**config.mk**
```make
export PLATFORM = sky130hd
export DESIGN_NAME = pio_fifo_pair
export DESIGN_NICKNAME = d
export VERILOG_FILES = /design/src/rtl/pio_pkg.sv /design/src/rtl/pio_fifo_ring.sv /design/src/rtl/pio_fifo_pair.sv
export SDC_FILE = /design/constraint.sdc
export NUM_CORES = 1
export LEC_CHECK = 0
export BUFFER_PORTS_ARGS = -buffer_cell sky130_fd_sc_hd__buf_2
export CORE_AREA = 3 3 222 224
export CTS_BUF_LIST = sky130_fd_sc_hd__clkbuf_4 sky130_fd_sc_hd__clkbuf_8
export CTS_CLUSTER_DIAMETER = 40
export DETAILED_ROUTE_END_ITERATION = 10
export DIE_AREA = 0 0 225 227
export PLACE_DENSITY = 0.73
export REMOVE_ABC_BUFFERS = 1
export SLEW_MARGIN = 20
export SYNTH_ARGS = -nofsm -noshare
export SYNTH_HDL_FRONTEND = slang
export SYNTH_SLANG_ARGS = --single-unit
```
**constraint.sdc**
```tcl
create_clock -name clk -period 5.22 [get_ports clk]
set_input_delay 1.044 -clock clk [delete_from_list [all_inputs] [get_ports clk]]
set_output_delay 1.044 -clock clk [all_outputs]
set_load 0.1 [all_outputs]
```
**src/rtl/pio_pkg.sv**
```systemverilog
// Shared definitions for the PIO FIFO pair: mode encodings and per-direction capacity.
package pio_pkg;

    typedef logic [1:0] mode_t;

    // Encoding is {join_tx, join_rx}; 2'b11 is treated as normal.
    localparam mode_t MODE_NORMAL = 2'b00;
    localparam mode_t MODE_JTX    = 2'b10;
    localparam mode_t MODE_JRX    = 2'b01;

    typedef enum logic {
        DirTx = 1'b0,
        DirRx = 1'b1
    } dir_e;

    // Capacity of one direction in units of DEPTH: 0, 1 or 2.
    function automatic int unsigned cap_of(mode_t mode, dir_e dir);
        int unsigned units;
        units = 1;
        if (mode == MODE_JTX) begin
            units = (dir == DirTx) ? 2 : 0;
        end else if (mode == MODE_JRX) begin
            units = (dir == DirRx) ? 2 : 0;
        end
        return units;
    endfunction

endpackage

```
**src/rtl/pio_fifo_ring.sv**
```systemverilog
// Ring-buffer FIFO with 2*DEPTH entries of storage and a runtime capacity (0, DEPTH or 2*DEPTH).
// Head is first-word-fall-through and reads as 0 while empty.
module pio_fifo_ring #(
    parameter int unsigned WIDTH = 32,
    parameter int unsigned DEPTH = 4,
    parameter int unsigned LW    = $clog2(2 * DEPTH) + 1
) (
    input  logic             clk,
    input  logic             reset_n,
    input  logic             clear,
    input  logic [LW-1:0]    capacity,
    input  logic             push,
    input  logic [WIDTH-1:0] wdata,
    input  logic             pull,
    output logic [LW-1:0]    level,
    output logic             full,
    output logic             empty,
    output logic [WIDTH-1:0] head
);

    localparam int unsigned PW = LW - 1;

    logic [WIDTH-1:0] mem_q [2*DEPTH];
    logic [PW-1:0]    wr_ptr_q, wr_ptr_d;
    logic [PW-1:0]    rd_ptr_q, rd_ptr_d;
    logic [LW-1:0]    level_q, level_d;
    logic             do_push, do_pull;

    // Pointers wrap at the current capacity, not at the storage size.
    function automatic logic [PW-1:0] ptr_inc(logic [PW-1:0] ptr, logic [LW-1:0] cap);
        logic [LW-1:0] nxt;
        nxt = {1'b0, ptr} + LW'(1);
        return (nxt >= cap) ? '0 : nxt[PW-1:0];
    endfunction

    assign full    = (level_q >= capacity);
    assign empty   = (level_q == '0);
    assign level   = level_q;
    assign head    = empty ? '0 : mem_q[rd_ptr_q];
    assign do_push = push & ~full & ~clear;
    assign do_pull = pull & ~empty & ~clear;

    // Next pointer/level state; clear discards both strobes.
    always_comb begin
        wr_ptr_d = wr_ptr_q;
        rd_ptr_d = rd_ptr_q;
        level_d  = level_q;
        if (clear) begin
            wr_ptr_d = '0;
            rd_ptr_d = '0;
            level_d  = '0;
        end else begin
            if (do_push) wr_ptr_d = ptr_inc(wr_ptr_q, capacity);
            if (do_pull) rd_ptr_d = ptr_inc(rd_ptr_q, capacity);
            level_d = level_q + LW'(do_push) - LW'(do_pull);
        end
    end

    // Pointer and level registers.
    always_ff @(posedge clk or negedge reset_n) begin
        if (!reset_n) begin
            wr_ptr_q <= '0;
            rd_ptr_q <= '0;
            level_q  <= '0;
        end else begin
            wr_ptr_q <= wr_ptr_d;
            rd_ptr_q <= rd_ptr_d;
            level_q  <= level_d;
        end
    end

    // Storage write; contents are deliberately not reset.
    always_ff @(posedge clk) begin
        if (do_push) mem_q[wr_ptr_q] <= wdata;
    end

endmodule

```
**src/rtl/pio_fifo_pair.sv**
```systemverilog
// TX/RX FIFO pair for one PIO state machine: mode tracking with flush on mode change,
// sticky overflow/underflow flags and the level-threshold status bit.
module pio_fifo_pair
    import pio_pkg::*;
#(
    parameter int unsigned WIDTH = 32,
    parameter int unsigned DEPTH = 4,
    parameter int unsigned LW    = $clog2(2 * DEPTH) + 1
) (
    input  logic             clk,
    input  logic             reset_n,
    input  logic             join_tx,
    input  logic             join_rx,
    input  logic             flush,
    input  logic             tx_push,
    input  logic [WIDTH-1:0] tx_wdata,
    output logic             tx_full,
    output logic [LW-1:0]    tx_level,
    input  logic             m_pull,
    output logic [WIDTH-1:0] m_rdata,
    output logic             tx_empty,
    input  logic             m_push,
    input  logic [WIDTH-1:0] m_wdata,
    output logic             rx_full,
    input  logic             rx_pull,
    output logic [WIDTH-1:0] rx_rdata,
    output logic             rx_empty,
    output logic [LW-1:0]    rx_level,
    input  logic             status_sel,
    input  logic [LW-1:0]    status_n,
    output logic             status,
    input  logic [1:0]       err_clr,
    output logic             tx_over,
    output logic             rx_under
);

    mode_t         mode_q, mode_in;
    logic          flush_now;
    logic [LW-1:0] tx_cap, rx_cap;
    logic          tx_over_q, tx_over_d;
    logic          rx_under_q, rx_under_d;

    assign mode_in   = {join_tx, join_rx};
    assign flush_now = flush | (mode_in != mode_q);
    assign tx_cap    = LW'(cap_of(mode_q, DirTx) * DEPTH);
    assign rx_cap    = LW'(cap_of(mode_q, DirRx) * DEPTH);

    pio_fifo_ring #(
        .WIDTH (WIDTH),
        .DEPTH (DEPTH),
        .LW    (LW)
    ) u_tx (
        .clk      (clk),
        .reset_n  (reset_n),
        .clear    (flush_now),
        .capacity (tx_cap),
        .push     (tx_push),
        .wdata    (tx_wdata),
        .pull     (m_pull),
        .level    (tx_level),
        .full     (tx_full),
        .empty    (tx_empty),
        .head     (m_rdata)
    );

    pio_fifo_ring #(
        .WIDTH (WIDTH),
        .DEPTH (DEPTH),
        .LW    (LW)
    ) u_rx (
        .clk      (clk),
        .reset_n  (reset_n),
        .clear    (flush_now),
        .capacity (rx_cap),
        .push     (m_push),
        .wdata    (m_wdata),
        .pull     (rx_pull),
        .level    (rx_level),
        .full     (rx_full),
        .empty    (rx_empty),
        .head     (rx_rdata)
    );

    // Sticky flags: set by dropped host strobes outside a flush; clear wins over set.
    always_comb begin
        tx_over_d  = tx_over_q;
        rx_under_d = rx_under_q;
        if (!flush_now && tx_push && tx_full)  tx_over_d  = 1'b1;
        if (!flush_now && rx_pull && rx_empty) rx_under_d = 1'b1;
        if (err_clr[0]) tx_over_d  = 1'b0;
        if (err_clr[1]) rx_under_d = 1'b0;
    end

    // Mode copy and flag registers.
    always_ff @(posedge clk or negedge reset_n) begin
        if (!reset_n) begin
            mode_q     <= MODE_NORMAL;
            tx_over_q  <= 1'b0;
            rx_under_q <= 1'b0;
        end else begin
            mode_q     <= mode_in;
            tx_over_q  <= tx_over_d;
            rx_under_q <= rx_under_d;
        end
    end

    assign tx_over  = tx_over_q;
    assign rx_under = rx_under_q;
    assign status   = ((status_sel ? rx_level : tx_level) < status_n);

endmodule

```
==> flow_summary.toml, run 1 <==
[critical_path]
cp.arrival_ns = 3.22
cp-start-kind = "flip-flop"
cp.buffers_inverters = 3
reg2reg_from = "mode_q[0]"
timing.rr.end = "u_tx.mem_q[3][13]"
path_cells = "buf_16, buf_4, mux4_2, mux2i_1, nor2_1, buf_2"
cp_top_family = "buffers and inverters"
end_kind = "output pin"
rr_worst_depth = 7
critPathRequiredTime_ns = 4.18
timing.reg2reg.setup_slack_ns = 1.96
crit_fanout = 35
crit_slowest_cell = "dfrtp_4"
cp_slowest_stage_delay_ns = 0.69
crit_type = "flip-flop to output pin"

[clock_tree]
cts_setup_buffers = 0
h-tree-depth = 3
cts_tree = "yes"
clk_latency_ns = 0.65
clk_pin_slew_ns = 0.06
ctsResizeCount = 0
clock_sinks = 536
clockRootBuffer = "clkbuf_8"
hold_buffers = 0
cts_inserted_buffers = 89
cts_buffer_depth = 3

[power_and_ir_drop]
p_per_area_mw_per_mm2 = 350
p_leak_uw = 0.00813
total_power_uw = 8690
ir_drop_v = 0.000306

[logic_synthesis]
syn_inst = 1027
seq_area_frac_synth = 0.751
synth_commonest_cells = "512 x edfxtp_1, 128 x mux4_2, 88 x nor2_1"
synth-edff-count = 512
ys_seq_elements = 536
syn_avg_cell_area_um2 = 20.7
syn_area_mm2 = 0.0213
yosys_warnings = 0
yosysTopAreaCell = "edfxtp_1"
ys_async_sr_fraction = 0.0448
ys.flop_type = "edfxtp_1"
synth_cell_types = 44
synth_most_common_cell = "edfxtp_1"
yosysTopAreaCellShare = 0.723
ys_top_cells_by_area = "edfxtp_1 72%, mux4_2 14%, mux2i_1 3.0%"

[floorplan]
rows = 80
chipWidth_um = 225
ios = 159
fp.coreArea_mm2 = 0.0475
die_h_um = 227
die_area_mm2 = 0.0511
start_util = 0.447

[timing]
max_freq_mhz = 235
period_needed_ns = 4.26
maxSlewViolCount = 0
post-route-period-util = 0.816
fin_skew_ns = 0.0217
setup_viol = 0
hold_ws_ns = 0.399
maxSlewHeadroom = 0.282
fin_tns_setup_ns = 0
rsz0062_at_grt = "false"
worstMarginPinSlew_ns = 1.07
hold_viol_final = 0

[global_route]
grt_pass1_wl_mm = 66.3
antenna_found_initial = 7
track_usage = 0.172
grt_max_degree = 55
grt_remaining_overflow = 0
grt_pass1_vias = 11200

[detailed_routing]
viasPerCell = 5.40
drc = 0
postRouteAntennaNets = 0
vias = 10500
drt_iter0_drc = 644
wl_mm = 43.0
first_pass_iters = 5
wl_per_cell_um = 22.1

[run]
cap_violations = 0

[layout]
nFillCells = 3702
area_delta_synth_final_pct = 16.8
design_area_mm2 = 0.0248
layout.nets = 1365
drive_above_1_share = 0.370

[place]
portBuffers = 158
dp_hpwl_mm = 26.0
placed_area_mm2 = 0.0229
gp_congestion = 0.749

[outcome]
status = "completed"

[hold_path]
hp-class = "primary input to async pin"
[metrics by stage]
step                 util  std cells  worst slack, ns
floorplan               -        980           -0.320
global placement    0.482       1779             1.30
detailed placement  0.483       1780             1.21
CTS                 0.521       1937            0.610
global route        0.522       1940            0.707
finish              0.522       1942            0.958
[kinds of logic after synthesis]
group                      count (synthesis)  synth area share
DFF                                      536             0.751
AOI/OAI and AO/OA                         39            0.0118
adders and majority gates                 27            0.0166
xor gates and xnor gates                   8           0.00329
muxes                                    192             0.166
and+or+nand+nor                          155            0.0355
buffers and inverters                     70            0.0161
[where the power goes]
part | internal, uW | switching [uW]
sequential | 4720 | 5.07
clock | 2100 | 1670
combinational | 53.6 | 142
total | 6880 | 1810
[cell type report]
type	instances	area [um2]	share of cell area
clock buffer	112	1420	0.0570
inverter	23	86.3	0.00348
multi-input combinational	421	5080	0.204
tap	615	769	0.0310
timing repair buffer	187	1080	0.0435
antenna	3	7.51	0.000302
sequential	536	16000	0.644
clock inverter	45	410	0.0165
[layer usage]
layer  wire length [um]  track usage  share of wire  vias to the layer above
met3               2440       0.0407          0.057                       98
met4               1110       0.0599          0.026                       10
li1                   -            -              -                     4648
met5                 58            0         0.0013                        -
met2              21700        0.291           0.51                      285
met1              17700        0.221           0.41                     5447
[worst max-delay path by stage]
stage                                 from                 to  slack, ns  cells after the start
after global routing      u_tx.rd_ptr_q[0]        m_rdata[27]       0.71                      6
after floorplan              u_rx.level[2]        rx_rdata[0]      -0.32                      4
after CTS                 u_tx.rd_ptr_q[0]        m_rdata[15]       0.61                      5
after detailed placement           join_tx  u_tx.mem_q[0][17]       1.21                      6
final                     u_tx.rd_ptr_q[0]        m_rdata[15]       0.96                      6
after global placement             join_tx  u_tx.mem_q[0][16]       1.30                      6
[placed cells by master, fill, tap and decap left out, drive strengths merged, types with 12 or more instances in the layout]
cell type,n
edfxtp,512
buf,187
mux4,128
clkbuf,112
nor2,88
mux2i,64
inv,31
clkinv,26
ha,25
dfrtp,24
nand2,17
a21oi,16
nand2b,12
[flip-flops by register name (all words and copies together) (netlist names), 2 cells and up]
name	count
u_rx.mem_q	256
u_tx.mem_q	256
u_rx.level	4
u_tx.level	4
u_rx.rd_ptr_q	3
u_rx.wr_ptr_q	3
u_tx.rd_ptr_q	3
u_tx.wr_ptr_q	3
mode_q	2
Power figures use the tool's default switching activity.
==> inputs of run 2 (changes only) <==
Settings changed: ABC_AREA set to 1, CORE_AREA 3 3 222 224 to 3 3 226 228, DIE_AREA 0 0 225 227 to 0 0 229 231, PLACE_DENSITY 0.73 to 0.75.
Clock period 5.22 ns to 3.5 ns, I/O delays scaled along.
==> flow_summary.toml, run 2 <==
[run]
cap_violations = 0

[layout]
nFillCells = 3947
layout_commonest_cell = "edfxtp_1"
seq_area_mm2 = 0.0160
drive_above_1_share = 0.171
layout.nets = 2183
largestRegisters = "u_rx.mem_q: 256 flops, u_tx.mem_q: 256 flops"
area_delta_synth_final_pct = 20.8
layout_common_cells = "512 x edfxtp_1, 399 x nor2_1, 320 x nand2_1, 186 x o21ai_0, 94 x buf_2"
multi_input_area_mm2 = 0.00550

[detailed_routing]
vias = 14800
wl_per_cell_um = 18.3
drt_iter0_drc = 1437
drc = 0
wl_mm = 51.3
viasPerCell = 5.27
first_pass_iters = 5
postRouteAntennaNets = 0

[timing]
post-route-period-util = 0.951
fin_ws_ns = 0.171
fin_skew_ns = 0.0571
period_needed_ns = 3.33
rsz0062_at_grt = "false"
hold_viol_final = 0
setup_viol = 0
hold_ws_ns = 0.160
worstMarginPinSlew_ns = 0.694
max_freq_mhz = 300
maxSlewHeadroom = 0.537
maxSlewViolCount = 0

[critical_path]
cp-start-kind = "flip-flop"
cp.arrival_ns = 2.63
path_cells = "clkinv_4, buf_4, nor2_1, o21ai_0, a21oi_1, nor2_1, buf_12"
critPathRequiredTime_ns = 2.80
end_kind = "output pin"
cp_slowest_stage_delay_ns = 0.51
crit_fanout = 35
crit_slowest_cell = "dfrtp_4"
crit_top_cell = "nor2_1"
worstSetupStartpoint = "u_rx.rd_ptr_q[0]"
timing.reg2reg.setup_slack_ns = 0.83
reg2reg_from = "mode_q[1]"
crit_type = "flip-flop to output pin"

[logic_synthesis]
ys_top_cells_by_area = "edfxtp_1 70%, nor2_1 7.1%, nand2_1 5.4%"
synth-edff-count = 512
yosysTopAreaCell = "edfxtp_1"
seq_area_frac_synth = 0.723
yosysTopAreaCellShare = 0.696
yosys_warnings = 0
synth_commonest_cells = "512 x edfxtp_1, 417 x nor2_1, 320 x nand2_1"
ys_seq_elements = 536
synth_most_common_cell = "edfxtp_1"
ys_async_sr_fraction = 0.0448
syn_avg_cell_area_um2 = 11.6
synth_cell_types = 27
syn_area_mm2 = 0.0221
syn_inst = 1897
ys.flop_type = "edfxtp_1"

[outcome]
status = "completed"

[clock_tree]
h-tree-depth = 3
cts_setup_buffers = 0
clockRootBuffer = "clkbuf_8"
cts_buffer_depth = 3
clk_pin_slew_ns = 0.06
clock_sinks = 536
cts_inserted_buffers = 88
clk_latency_ns = 0.68
cts_tree = "yes"

[place]
dp_hpwl_mm = 27.2
post-place-ws_ns = 0.663
portBuffers = 158
gp_congestion = 0.798

[floorplan]
start_util = 0.450
chipWidth_um = 229
die_area_mm2 = 0.0529
fp.coreArea_mm2 = 0.0491
rows = 81
ios = 159
die_h_um = 231

[global_route]
grt_remaining_overflow = 0
grt_use_met1 = 0.254
top_usage_layer = "met2"
track_usage = 0.194
grtUsageMet2 = 0.314
grt_pass1_wl_mm = 80.0
grt_pass1_vias = 14700
met3_usage = 0.0469
antenna_found_initial = 7
grt_max_degree = 131

[power_and_ir_drop]
ir_drop_v = 0.000370
p_per_area_mw_per_mm2 = 487
p_leak_uw = 0.00951

[hold_path]
hold_start = "join_tx"
hp-class = "primary input to flip-flop"
-- run 2: cell types whose count changed in the layout (fill, tap and decap cells not counted), moves of 74 or more --
cell	previous run	this run
buf_12	2	86
mux4_2	128	0
nand2_1	17	320
nand3_1	2	92
nor2_1	76	399
o21ai_0	7	186
o21ai_1	0	74
-- run 2: kinds of logic (layout without fill, tap and decap cells) --
kind of cell	Yosys count	in the layout	synth area share
and+or+nand+nor	839	839	0.149
buffers and inverters	156	399	0.0337
adders and majority gates	27	27	0.0160
AOI/OAI and AO/OA	335	335	0.0761
other	0	5	0
DFF	536	536	0.723
xor gates and xnor gates	4	4	0.00159
-- run 2: final timing paths --
check,endpoint,depth (start not counted)
max,rx_rdata[7],7
min,mode_q[1],1
max reg2reg,u_rx.mem_q[6][10],10
min reg2reg,rx_under,2
max in group asynchronous,u_tx.rd_ptr_q[0],2
min in group asynchronous,u_rx.rd_ptr_q[0],2
-- run 2: power breakdown --
part	switching, uW	internal (uW)
registers	6.99	7050
clock network	2470	3160
logic	238	88.9
-- run 2: cell type report --
class | instances | area share
sequential | 536 | 0.599
clock buffer | 105 | 0.0502
timing repair buffer | 194 | 0.0878
antenna | 5 | 0.000469
inverter | 51 | 0.00746
tap | 664 | 0.0311
multi-input combinational | 1205 | 0.206
clock inverter | 49 | 0.0178
-- run 2: through the flow --
| step | power (uW) | cell area, um2 | utilization | std cells | TNS (ns) |
|---|---|---|---|---|---|
| 5_1_grt | 13500 | 26700 | 0.544 | 2807 | 0 |
| 4_1_cts | 13100 | 26600 | 0.543 | 2804 | 0 |
| 3_3_place_gp | 7500 | 24800 | 0.506 | 2649 | 0 |
| 3_5_place_dp | 7510 | 24800 | 0.506 | 2649 | 0 |
| 6_report | 13000 | 26700 | 0.544 | 2809 | 0 |
| 2_1_floorplan | 7330 | 21500 | - | 1792 | -178.03 |
-- run 2: timing repair --
item / CTS / global route
hold buffers: 1 / 0
resized for setup: 1 / 8
endpoints found under the setup margin: 2 / 19
endpoints found under the hold margin: 5 / 0
cloned: 0 / 0
-- run 2: layer usage --
metal  vias up  wire (um)
met5         -         31
met4         4       1200
met3        99       4050
met2       604      24900
met1      7119      21100
li1       6968          -
-- run 2: worst max-delay path: cells and delay by family (launching register included) --
family	cells	cell delay [ns]
flip-flops	1	0.51
AND/OR/NAND/NOR	2	0.39
buffers and inverters	3	0.80
AO/OA/AOI/OAI	2	0.24
==> inputs of run 3 (changes only) <==
==> constraint.sdc (replaced) <==
create_clock -name clk -period 3.5 [get_ports clk]
set_input_delay 0.175 -clock clk [delete_from_list [all_inputs] [get_ports clk]]
set_output_delay 0.175 -clock clk [all_outputs]
set_load 0.1 [all_outputs]
==> flow_summary.toml, run 3 (synthesis results as in run 2) <==
[clock_tree]
clockRootBuffer = "clkbuf_8"
cts_inserted_buffers = 90
cts_buffer_depth = 3
h-tree-depth = 3
clk_latency_ns = 0.67
clock_sinks = 536
ctsResizeCount = 0
cts_setup_buffers = 0
clk_pin_slew_ns = 0.06
cts_tree = "yes"

[hold_path]
hp-class = "primary input to flip-flop"
holdPathStages = 2

[critical_path]
cp-start-kind = "flip-flop"
cp.arrival_ns = 3.03
critPathRequiredTime_ns = 3.32
cp_top_family = "buffers and inverters"
cp_slowest_stage_delay_ns = 0.75
end_kind = "output pin"
crit_slowest_cell = "dfrtp_4"
rr_worst_depth = 10
crit_type = "flip-flop to output pin"
crit_top_cell = "nor2_1"
crit_fanout = 86
cp_num_cells = 8
path_cells = "buf_12, nor2_1, nor2_1, o21ai_0, nand3_1, nand2_1, nor2_1, buf_2"
cp.buffers_inverters = 2

[timing]
maxSlewViolCount = 0
fin_skew_ns = 0.0349
post-route-period-util = 0.916
setup_viol = 0
period_needed_ns = 3.21
rsz0062_at_grt = "false"
worstMarginPinSlew_ns = 1.08
hold_viol_final = 0
max_freq_mhz = 312
maxSlewHeadroom = 0.278
hold_ws_ns = 0.208

[global_route]
grt_max_degree = 131
track_usage = 0.192
grt_remaining_overflow = 0
grt_pass1_vias = 15200
grt_pass1_wl_mm = 80.6
antenna_found_initial = 4

[floorplan]
chipWidth_um = 229
die_h_um = 231
fp.coreArea_mm2 = 0.0491
start_util = 0.450
die_area_mm2 = 0.0529
rows = 81
ios = 159

[run]
cap_violations = 0

[layout]
area_delta_synth_final_pct = 18.5
largestRegisters = "u_rx.mem_q: 256 flops, u_tx.mem_q: 256 flops"
design_area_mm2 = 0.0262
layout_commonest_cell = "edfxtp_1"
drive_above_1_share = 0.160
layout.nets = 2261
layout_common_cells = "512 x edfxtp_1, 402 x nor2_1, 320 x nand2_1, 186 x o21ai_0, 156 x buf_2"

[detailed_routing]
drt_iter0_drc = 1446
first_pass_iters = 5
vias = 15100
viasPerCell = 5.23
wl_per_cell_um = 17.7
postRouteAntennaNets = 0
drc = 0
wl_mm = 51.2

[power_and_ir_drop]
p_leak_uw = 0.00957
ir_drop_v = 0.000402
total_power_uw = 12800
p_per_area_mw_per_mm2 = 489

[place]
placed_area_mm2 = 0.0236
dp_hpwl_mm = 28.0
gp_congestion = 0.812
portBuffers = 158

[outcome]
status = "completed"
-- run 3: final timing paths --
check / from / to / slack (ns)
max: u_rx.rd_ptr_q[0] / rx_rdata[29] / 0.29
min reg2reg: u_rx.wr_ptr_q[0] / u_rx.wr_ptr_q[0] / 0.55
min in group asynchronous: reset_n / rx_under / 0.57
min: join_rx / mode_q[0] / 0.21
max in group asynchronous: reset_n / u_rx.level[0] / 1.89
max reg2reg: mode_q[1] / u_rx.mem_q[2][0] / 0.81
-- run 3: where the power goes --
part,total (uW),leakage (uW),switching [uW],internal (uW)
combinational,388,0.00373,260,128
clock,5340,0.000906,2490,2850
sequential,7050,0.00493,6.98,7050
total,12800,0.00957,2760,10000
-- run 3: what timing repair did --
item / in CTS / in global routing
setup endpoints to repair: 0 / 0
endpoints found under the hold margin: 552 / 0
hold buffers: 79 / 0
-- run 3: routing by layer --
metal	global-route usage	share of wire	vias up	wire length (um)
li1	-	-	7114	-
met1	0.244	0.41	7235	21000
met2	0.323	0.49	636	25000
met3	0.0355	0.070	138	3590
met4	0.0863	0.031	2	1580
met5	0	0.00018	-	9
-- run 3: metrics by stage --
step,cells,util,TNS [ns],setup WS (ns)
floorplan,1792,-,-144.24,-1.21
global placement,2647,0.482,0,0.899
detailed placement,2647,0.482,0,0.847
CTS,2887,0.533,0,0.207
global route,2889,0.534,0,0.0285
finish,2890,0.534,0,0.293
-- run 3: cell type report --
class	instances	area (um2)
antenna	3	7.51
clock buffer	107	1370
clock inverter	54	362
fill	3997	22900
inverter	51	194
multi-input combinational	1205	5490
sequential	536	16000
tap	664	831
timing repair buffer	270	1930
